[config.mk]
export PLATFORM = sky130hd
export DESIGN_NAME = ahb_master_arbiter
export DESIGN_NICKNAME = d
export VERILOG_FILES = /design/src/rtl/ahb_pkg.sv /design/src/rtl/rr_arbiter.sv /design/src/rtl/ahb_master_arbiter.sv
export SDC_FILE = /design/constraint.sdc
export NUM_CORES = 1
export LEC_CHECK = 0
export CORE_AREA = 2 2 161 163
export CTS_CLUSTER_DIAMETER = 30
export CTS_CLUSTER_SIZE = 25
export DETAILED_ROUTE_END_ITERATION = 16
export DIE_AREA = 0 0 163 165
export GPL_ROUTABILITY_DRIVEN = 0
export PLACE_DENSITY_LB_ADDON = 0.05
export SETUP_SLACK_MARGIN = 0.2
export SLEW_MARGIN = 20
export SYNTH_ARGS = -nofsm -noshare
export SYNTH_HDL_FRONTEND = slang
export SYNTH_SLANG_ARGS = --single-unit
[constraint.sdc]
create_clock -name Hclk -period 3.69 [get_ports Hclk]
set_clock_uncertainty 0.05 [all_clocks]
set_input_delay 0.738 -clock Hclk [delete_from_list [all_inputs] [get_ports Hclk]]
set_output_delay 0.738 -clock Hclk [all_outputs]
set_load 0.05 [all_outputs]
[src/rtl/ahb_pkg.sv]
// Shared AHB encodings and the arbiter state type used by ahb_master_arbiter.
package ahb_pkg;

  // AHB transfer type. Only IDLE and NONSEQ are ever driven by this master.
  typedef enum logic [1:0] {
    HTRANS_IDLE   = 2'b00,
    HTRANS_BUSY   = 2'b01,
    HTRANS_NONSEQ = 2'b10,
    HTRANS_SEQ    = 2'b11
  } htrans_t;

  localparam logic [1:0] HRESP_OKAY    = 2'b00;
  localparam logic [1:0] HRESP_ERROR   = 2'b01;

  localparam logic [2:0] HBURST_SINGLE = 3'b000;

  // Arbiter sequencing: pick a requester, drive its address phase, then its data phase.
  typedef enum logic [1:0] {
    ST_IDLE,
    ST_ADDR,
    ST_DATA
  } arb_state_t;

endpackage

[src/rtl/rr_arbiter.sv]
// Combinational round-robin picker: grants the first set request at or after ptr_i,
// wrapping modulo NUM_REQ. Returns both the one-hot grant and its index.
module rr_arbiter #(
  parameter int NUM_REQ = 4,
  localparam int IDX_W  = (NUM_REQ > 1) ? $clog2(NUM_REQ) : 1
) (
  input  logic [NUM_REQ-1:0] req_i,
  input  logic [IDX_W-1:0]   ptr_i,
  output logic [NUM_REQ-1:0] grant_o,
  output logic [IDX_W-1:0]   idx_o,
  output logic               valid_o
);

  logic [IDX_W-1:0] cand;
  logic             found;

  // Scan from the pointer upwards; the first hit wins and later hits are ignored.
  always_comb begin
    // NOTE: every signal written here gets a value before any branch, so no path
    // leaves one unassigned and no latch is inferred.
    grant_o = '0;
    idx_o   = '0;
    found   = 1'b0;
    cand    = '0;
    for (int off = 0; off < NUM_REQ; off++) begin
      cand = IDX_W'((int'(ptr_i) + off) % NUM_REQ);
      if (!found && req_i[cand]) begin
        found          = 1'b1;
        grant_o[cand]  = 1'b1;
        idx_o          = cand;
      end
    end
    valid_o = found;
  end

endmodule

[src/rtl/ahb_master_arbiter.sv]
// Shares one AHB master port between NUM_REQ requesters. A round-robin pick in IDLE
// latches the winner's command, which then runs as one SINGLE NONSEQ transfer
// (address phase, data phase, wait states from Hreadyout). The response is routed
// back to the owning requester as a one-cycle rsp_valid pulse.
module ahb_master_arbiter
  import ahb_pkg::*;
#(
  parameter int         NUM_REQ   = 4,
  parameter int         ADDR_W    = 32,
  parameter int         DATA_W    = 32,
  parameter logic [2:0] HSIZE_VAL = 3'b010
) (
  input  logic                      Hclk,
  input  logic                      Hreset,
  input  logic [NUM_REQ-1:0]        req_valid,
  input  logic [NUM_REQ-1:0]        req_write,
  input  logic [NUM_REQ*ADDR_W-1:0] req_addr,
  input  logic [NUM_REQ*DATA_W-1:0] req_wdata,
  output logic [NUM_REQ-1:0]        req_ready,
  output logic [NUM_REQ-1:0]        rsp_valid,
  output logic [DATA_W-1:0]         rsp_rdata,
  output logic                      rsp_err,
  output logic [ADDR_W-1:0]         Haddr,
  output logic                      Hwrite,
  output logic [1:0]                Htrans,
  output logic [2:0]                Hsize,
  output logic [2:0]                Hburst,
  output logic [DATA_W-1:0]         Hwdata,
  output logic                      Hreadyin,
  input  logic                      Hreadyout,
  input  logic [1:0]                Hresp,
  input  logic [DATA_W-1:0]         Hrdata
);

  localparam int IDX_W = (NUM_REQ > 1) ? $clog2(NUM_REQ) : 1;

  // Sequencing state and round-robin pointer.
  arb_state_t          state_q,     state_d;
  logic [IDX_W-1:0]    ptr_q,       ptr_d;

  // Latched command of the requester that owns the current transfer.
  logic [IDX_W-1:0]    gidx_q,      gidx_d;
  logic [NUM_REQ-1:0]  gnt_q,       gnt_d;
  logic [DATA_W-1:0]   wdata_q,     wdata_d;

  // Registered bus and requester-facing outputs.
  logic [ADDR_W-1:0]   haddr_q,     haddr_d;
  logic                hwrite_q,    hwrite_d;
  htrans_t             htrans_q,    htrans_d;
  logic [DATA_W-1:0]   hwdata_q,    hwdata_d;
  logic                hreadyin_q,  hreadyin_d;
  logic [NUM_REQ-1:0]  req_ready_q, req_ready_d;
  logic [NUM_REQ-1:0]  rsp_valid_q, rsp_valid_d;
  logic [DATA_W-1:0]   rsp_rdata_q, rsp_rdata_d;
  logic                rsp_err_q,   rsp_err_d;

  // Round-robin pick over the live requests.
  logic [NUM_REQ-1:0]  arb_grant;
  logic [IDX_W-1:0]    arb_idx;
  logic                arb_any;

  rr_arbiter #(
    .NUM_REQ (NUM_REQ)
  ) u_rr_arbiter (
    .req_i   (req_valid),
    .ptr_i   (ptr_q),
    .grant_o (arb_grant),
    .idx_o   (arb_idx),
    .valid_o (arb_any)
  );

  // Next-state and next-output logic; everything holds unless a state acts on it,
  // and the one-cycle pulses clear by default.
  always_comb begin
    state_d     = state_q;
    ptr_d       = ptr_q;
    gidx_d      = gidx_q;
    gnt_d       = gnt_q;
    wdata_d     = wdata_q;
    haddr_d     = haddr_q;
    hwrite_d    = hwrite_q;
    htrans_d    = htrans_q;
    hwdata_d    = hwdata_q;
    hreadyin_d  = 1'b1;
    req_ready_d = '0;
    rsp_valid_d = '0;
    rsp_rdata_d = rsp_rdata_q;
    rsp_err_d   = rsp_err_q;

    unique case (state_q)
      ST_IDLE: begin
        htrans_d = HTRANS_IDLE;
        if (arb_any) begin
          gidx_d      = arb_idx;
          gnt_d       = arb_grant;
          haddr_d     = req_addr[int'(arb_idx)*ADDR_W +: ADDR_W];
          hwrite_d    = req_write[arb_idx];
          wdata_d     = req_wdata[int'(arb_idx)*DATA_W +: DATA_W];
          req_ready_d = arb_grant;
          htrans_d    = HTRANS_NONSEQ;
          state_d     = ST_ADDR;
        end
      end

      // Address phase: bus signals are held as-is while the bridge stalls.
      ST_ADDR: begin
        if (Hreadyout) begin
          htrans_d = HTRANS_IDLE;
          hwdata_d = hwrite_q ? wdata_q : '0;
          state_d  = ST_DATA;
        end
      end

      // Data phase: Hwdata is held through wait states; completion frees the bus
      // and moves the pointer just past the requester that was served.
      ST_DATA: begin
        if (Hreadyout) begin
          rsp_rdata_d = Hrdata;
          rsp_err_d   = (Hresp == HRESP_ERROR);
          rsp_valid_d = gnt_q;
          ptr_d       = (gidx_q == IDX_W'(NUM_REQ - 1)) ? '0 : gidx_q + 1'b1;
          state_d     = ST_IDLE;
        end
      end

      default: begin
        htrans_d = HTRANS_IDLE;
        state_d  = ST_IDLE;
      end
    endcase
  end

  // State and output registers with synchronous reset; a reset mid-transfer drops it.
  always_ff @(posedge Hclk) begin
    // NOTE: non-blocking assignments so every register samples pre-edge values,
    // independent of statement order.
    if (Hreset) begin
      state_q     <= ST_IDLE;
      ptr_q       <= '0;
      gidx_q      <= '0;
      gnt_q       <= '0;
      wdata_q     <= '0;
      haddr_q     <= '0;
      hwrite_q    <= 1'b0;
      htrans_q    <= HTRANS_IDLE;
      hwdata_q    <= '0;
      hreadyin_q  <= 1'b0;
      req_ready_q <= '0;
      rsp_valid_q <= '0;
      rsp_rdata_q <= '0;
      rsp_err_q   <= 1'b0;
    end else begin
      state_q     <= state_d;
      ptr_q       <= ptr_d;
      gidx_q      <= gidx_d;
      gnt_q       <= gnt_d;
      wdata_q     <= wdata_d;
      haddr_q     <= haddr_d;
      hwrite_q    <= hwrite_d;
      htrans_q    <= htrans_d;
      hwdata_q    <= hwdata_d;
      hreadyin_q  <= hreadyin_d;
      req_ready_q <= req_ready_d;
      rsp_valid_q <= rsp_valid_d;
      rsp_rdata_q <= rsp_rdata_d;
      rsp_err_q   <= rsp_err_d;
    end
  end

  assign req_ready = req_ready_q;
  assign rsp_valid = rsp_valid_q;
  assign rsp_rdata = rsp_rdata_q;
  assign rsp_err   = rsp_err_q;
  assign Haddr     = haddr_q;
  assign Hwrite    = hwrite_q;
  assign Htrans    = htrans_q;
  assign Hwdata    = hwdata_q;
  assign Hreadyin  = hreadyin_q;

  // Size and burst never change, so they are tied straight to their constants.
  assign Hsize     = HSIZE_VAL;
  assign Hburst    = HBURST_SINGLE;

endmodule

# After elaboration in Yosys (flattened, before gate mapping)
# Index checks and enable logic that the tools add are counted.
[totals]
ff_bits = 151
input_bits = 301
out_inout_bits = 115
elab_cells = 100
[op_classes]
add_sub_neg = 4
order_cmp = 9
eq_ne = 7
shift = 2
n_mux = 39
bitwise = 7
reduce_logical = 18
[op_table]
columns = ["cell", "count"]
rows = [
  ["indexed part select 128 x 8 -> 32 bit", 2],
  ["2-to-1 mux 32 bit", 1],
  ["2-to-1 mux 2 bit", 9],
  ["2-to-1 mux 4 bit", 4],
  ["less-than comparator 2 x 3 -> 1 bit (second input constant)", 5],
  ["2-to-1 mux 1 bit", 14],
  ["bitwise OR 4 bit", 3],
  ["one-hot mux 2 bit (3 select lines)", 2],
  ["binary-select mux 1 bit (select 2 bit)", 5],
  ["demux 1 bit (select 2 bit)", 4],
  [">= comparator 2 x 1 -> 1 bit (second input constant)", 4],
  ["AND reduction 2 bit", 4],
  ["logical AND 1 bit", 7],
  ["inequality test 2 bit (second input constant)", 3],
  ["OR reduction 3 bit", 2],
  ["adder 2 x 1 -> 2 bit (second input constant)", 2],
  ["adder 2 bit (second input constant)", 2],
  ["equality test 2 x 1 -> 1 bit (second input constant)", 2],
  ["equality test 2 bit (second input constant)", 2],
  ["NOT 1 bit", 4],
  ["logical NOT 1 bit", 3],
  ["AND reduction 3 bit", 1],
  ["logical NOT 2 bit", 1],
]

# Logic depth before layout (Yosys ltp)
[logic_depth]
depth_word = 14
depth_mapped = 14

# Hierarchy
# From an unflattened synthesis, not the netlist that was laid out.
[hier_totals]
hier_cells = 632
hier_area_um2 = 7045.5
[by_module_without_submodules]
columns = ["module", "instances", "cells_each", "area_per_inst_um2", "seq_area_each_um2"]
rows = [
  ["ahb_master_arbiter", 1, 587, 6623.9, 3002.9],
  ["rr_arbiter", 1, 45, 421.7, 0.0],
]

# Worst setup path after synthesis
# OpenSTA, ideal clock, no wires.
[synth_path]
kind = "reg2reg"
from = "register ptr_q[0]"
to = "register haddr_q[14] (netlist: Haddr[14])"
arrival_ps = 2883
required_ps = 3502
slack_ps = 619
stages_incl_launch_ff = 15
period_less_slack_ps = 3071
cell_sequence = "dfxtp_1 buf_4 inv_1 ha_1 clkbuf_1 mux4_2 nor2b_2 or2_1 buf_2 a21o_1 buf_6 buf_12 buf_12 mux2i_1 o221ai_1"
[synth_via]
elab_chain_cells = 13
[synth_rtl]
columns = ["item", "line", "rtl"]
rows = [
  ["start, declared", "ahb_master_arbiter.sv:39", "logic [IDX_W-1:0] ptr_q, ptr_d;"],
  ["start signal, assigned", "ahb_master_arbiter.sv:154", "ptr_q <= ptr_d;"],
  ["branches (longest 13 deep; another with adder 2 x 1 -> 2 bit)", "--", ""],
  ["end signal, assigned", "ahb_master_arbiter.sv:158", "haddr_q <= haddr_d;"],
  ["end, declared", "ahb_master_arbiter.sv:47", "logic [ADDR_W-1:0] haddr_q, haddr_d;"],
]
# Parallel ways; which one is timed is not known. The select of a mux whose other input is x is not followed.
# A chain may end at the register's enable or synchronous reset.

# Final worst setup path
[layout_path]
from = "register ptr_q[0]"
to = "register wdata_q[11]"
[layout_via]
elab_chain_cells = 13
[layout_rtl]
columns = ["item", "line", "rtl"]
rows = [
  ["branches (longest 13 deep; another with adder 2 x 1 -> 2 bit)", "--", ""],
  ["end signal, assigned", "ahb_master_arbiter.sv:157", "wdata_q <= wdata_d;"],
  ["end, declared", "ahb_master_arbiter.sv:44", "logic [DATA_W-1:0] wdata_q, wdata_d;"],
]
# Parallel ways; which one is timed is not known. The select of a mux whose other input is x is not followed.

==> impl_results.md <==
* Clock Tree Buf Depth at 2
* Clock tree root driver cell: clkbuf_16
* Hold EP: rsp_valid[3]$_SDFF_PP0_
* Worst Max-Slew Pin Slew at a little under 1000 ps
* Crit path DAT at ~3300 ps
* Main synth FF type: dfxtp_1
* Worst Reg-to-Reg Cells at 10
* Fraction of layout cells with a size suffix above 1 at between 6 and 7%
* Final Hold Viols at 0
* Syn Inst Count at 870
* Outcome: completed
* Wire per inst at approximately 18 microns
* Avg Inst Size Synth at between 8 and 9 sq um
* Final wirelength at 29160 microns
* Reg2reg start: ptr_q[0]$_SDFFE_PP0P_
* Hold_sp: gnt_q[3]$_SDFFE_PP0P_
* Hold Path Class: reg -> reg
* Antenna Nets Post-Route at 0
* Max Clk Rate at 333.4 MHz
* Post-synth EDFFs at 0
* Overall Global Routing Usage at 20.90%
* Flop2flop setup slack at roughly 690 ps
* DRC Markers at 0
* Post-synthesis instance area at 7601 sq um
* Clk sinks at 150
* Layout area overhead at 66.37%
* Rel. slew slack at a little over a third
* 1st-iter DRT viols at roughly 390
* Dpl hpwl at 20880 microns
* Max-slew violation count at 0
* Distinct cells, synth at 50
* Slowest cell delay on critical path at around 510 ps
* Setup bufs post-CTS at 0
* CP Class: reg -> reg
* TritonCTS clock tree: done
* I/O pin cnt at 416
* Synth top area cells: dfxtp_1 (40%), mux2i_1 (15%), nand2_1 (7.3%)
* Share of the synthesized area in the top cell type at approximately 40%
* Sequential area share after synthesis at between 30% and 40%
* Vias at between 7k and 8k
* RSZ-0062 raised after global routing: false
* WP data required at slightly below 4000 ps
* Setup violations, final at 0
* Post-CTS Hold Buffers at 0
* Hold WS at ~390 ps
* Latest clock arrival within the worst-skew pair at 420 ps
* VDD IR max at around 0.23 mV
* CORE AREA at around 25000 sq um
* Die Footprint at approximately 27000 sq um
* Fill cells at roughly 2.4k
* CTS Buf Count at 17
* Drt via density at 5.021
* Nature of the critical path endpoint: flip-flop
* Pin count of the biggest net entering global routing at 64
* Period utilisation layout at 81.29%
* I/O Buffers at ~410
* Cts repair resizes at 0
* Setup_tns at 0 ps
* Area leader, netlist: dfxtp_1
* Die Y at between 150 and 200 microns
* CP startpoint kind: flip-flop
* Asr flop ratio synth at 0%
* Crit-path max FO at 16
* Maxcap violations at 0
* Worst r2r dst: wdata_q[11]$_SDFFE_PP0P_
* CTS H-tree lvls at 4
* Starting Density at between 30% and 40%
* Antenna violations before repair at 0
* Crit path cell chain: inv_1, ha_1, mux4_2, nor2b_2, or2_1, a21o_4, buf_12, buf_4, mux2i_1, o221ai_1
* Drt first pass iters at 5
* Die width at 163 microns
* First-pass GRT wire length at 43820 microns
* Yosys reg bits at 150
* Row cnt at 58
* Final min period at approximately 3000 ps
* Worst Hold Path Cells at 2
* Slowest CP cell: ha_1
* Number of diodes at 0
* Synth warn at 0
* GRT overflow at 0
* Worst-path clk slew at roughly 70 ps
* Nets@finish at ~1.6k
* Leak Pwr at ~0.0045 uW
* Vias in the first global route at 7971
* Pwr per Cell Area at about 400 nW/um^2
==> synthesized netlist by cell type (all sizes together), types with 2 or more instances <==
| cell | n |
|---|---|
| a21oi | 77 |
| a221oi | 22 |
| a22o | 4 |
| a22oi | 25 |
| a31o | 28 |
| and2 | 2 |
| and3 | 3 |
| buf | 28 |
| clkbuf | 61 |
| conb | 2 |
| dfxtp | 150 |
| ha | 6 |
| inv | 3 |
| mux2i | 111 |
| mux4 | 3 |
| nand2 | 148 |
| nand2b | 3 |
| nand3 | 87 |
| nand3b | 2 |
| nor2 | 13 |
| nor2b | 2 |
| nor3 | 2 |
| o211ai | 25 |
| o21ai | 28 |
| o221ai | 18 |
| or2 | 4 |
==> worst max-delay path: cells and delay by family, from the launching register on <==
kind	cells	cell delay [ps]
and+or+nand+nor	2	440
DFF	1	400
muxes	2	660
buffers and inverters	3	530
adders and majority gates	1	510
AOI/OAI and AO/OA	2	290
==> sequential cells by signal, indices dropped and copies added (netlist names) <==
name       flops
wdata_q       32
gidx_q         2
rsp_rdata     32
Hwdata        32
gnt_q          4
state_q        2
Hreadyin       1
Htrans         1
ptr_q          2
rsp_valid      4
Hwrite         1
Haddr         32
rsp_err        1
req_ready      4
==> layer usage <==
metal / vias up / track usage (%) / routed length (microns)
li1: 3928 / - / -
met1: 3719 / 24.61 / 11850
met2: 295 / 35.71 / 14280
met3: 36 / 6.605 / 2225
met4: 0 / 7.643 / 805
met5: - / 0 / 0
==> area by class of cell <==
| cell class | count | area (sq um) | share of cell area (%) |
|---|---|---|---|
| Sequential cell | 150 | 3004 | 23.76 |
| Clock buffer | 17 | 425.4 | 3.364 |
| Timing Repair Buffer | 441 | 4452 | 35.20 |
| Clock inverter | 15 | 226.5 | 1.791 |
| Inverter | 3 | 11.26 | 0.08905 |
| Tap cell | 330 | 412.9 | 3.265 |
| Multi-Input combinational cell | 633 | 4114 | 32.53 |
==> per-stage QoR <==
step / setup slack, ps / util, % / instances / instance area, sq um / total power (uW)
after floorplan: 619.1 / - / 875 / 7620 / 2564
after global placement: 325.0 / 47.91 / 1557 / 11990 / 3162
after detailed placement: 294.7 / 47.91 / 1557 / 11990 / 3171
after CTS: 687.9 / 50.51 / 1589 / 12650 / 5107
after global routing: 441.2 / 50.51 / 1589 / 12650 / 5261
final: 690.3 / 50.51 / 1589 / 12650 / 5042
==> cell usage in the layout, fill, tap and decap left out, drive strengths merged, types with 6 or more instances in the layout <==
cell | synthesis | layout
clkdlybuf4s50 | 0 | 407
nand2 | 148 | 148
nand3 | 87 | 87
o211ai | 25 | 25
a21oi | 77 | 77
ha | 6 | 6
a22oi | 25 | 25
a221oi | 22 | 22
dfxtp | 150 | 150
conb | 2 | 7
a31o | 28 | 28
o21ai | 28 | 28
nor2 | 13 | 13
o221ai | 18 | 18
buf | 28 | 34
clkbuf | 61 | 17
mux2i | 111 | 111
inv | 3 | 10
==> worst max-delay path by stage <==
stage	from	end	slack (ps)	depth (start not counted)
detailed placement	req_valid[1]	wdata_q[11]$_SDFFE_PP0P_	290	9
global route	ptr_q[0]$_SDFFE_PP0P_	wdata_q[18]$_SDFFE_PP0P_	440	10
global placement	req_valid[1]	Haddr[22]$_SDFFE_PP0P_	330	9
CTS	ptr_q[0]$_SDFFE_PP0P_	wdata_q[11]$_SDFFE_PP0P_	690	10
floorplan	ptr_q[0]$_SDFFE_PP0P_	Haddr[14]$_SDFFE_PP0P_	620	14
finish	ptr_q[0]$_SDFFE_PP0P_	wdata_q[11]$_SDFFE_PP0P_	690	10
==> cell families (layout without fill, tap and decap cells) <==
family | after synthesis | count (layout) | share of synthesized area, %
buffers and inverters | 92 | 476 | 7.062
other | 2 | 7 | 0.09880
adder cells (fa/ha/maj) | 6 | 6 | 0.9876
XOR/XNOR | 1 | 1 | 0.1152
multiplexers | 114 | 114 | 15.51
flip-flops | 150 | 150 | 39.51
AND/OR/NAND/NOR | 268 | 268 | 15.41
AO/OA/AOI/OAI | 237 | 237 | 21.32
==> power by group <==
group          switching, uW  internal [uW]
sequential              62.8           1740
clock                    808           1110
combinational            690            635
total                   1560           3480
(Power assumes the default switching activity.)
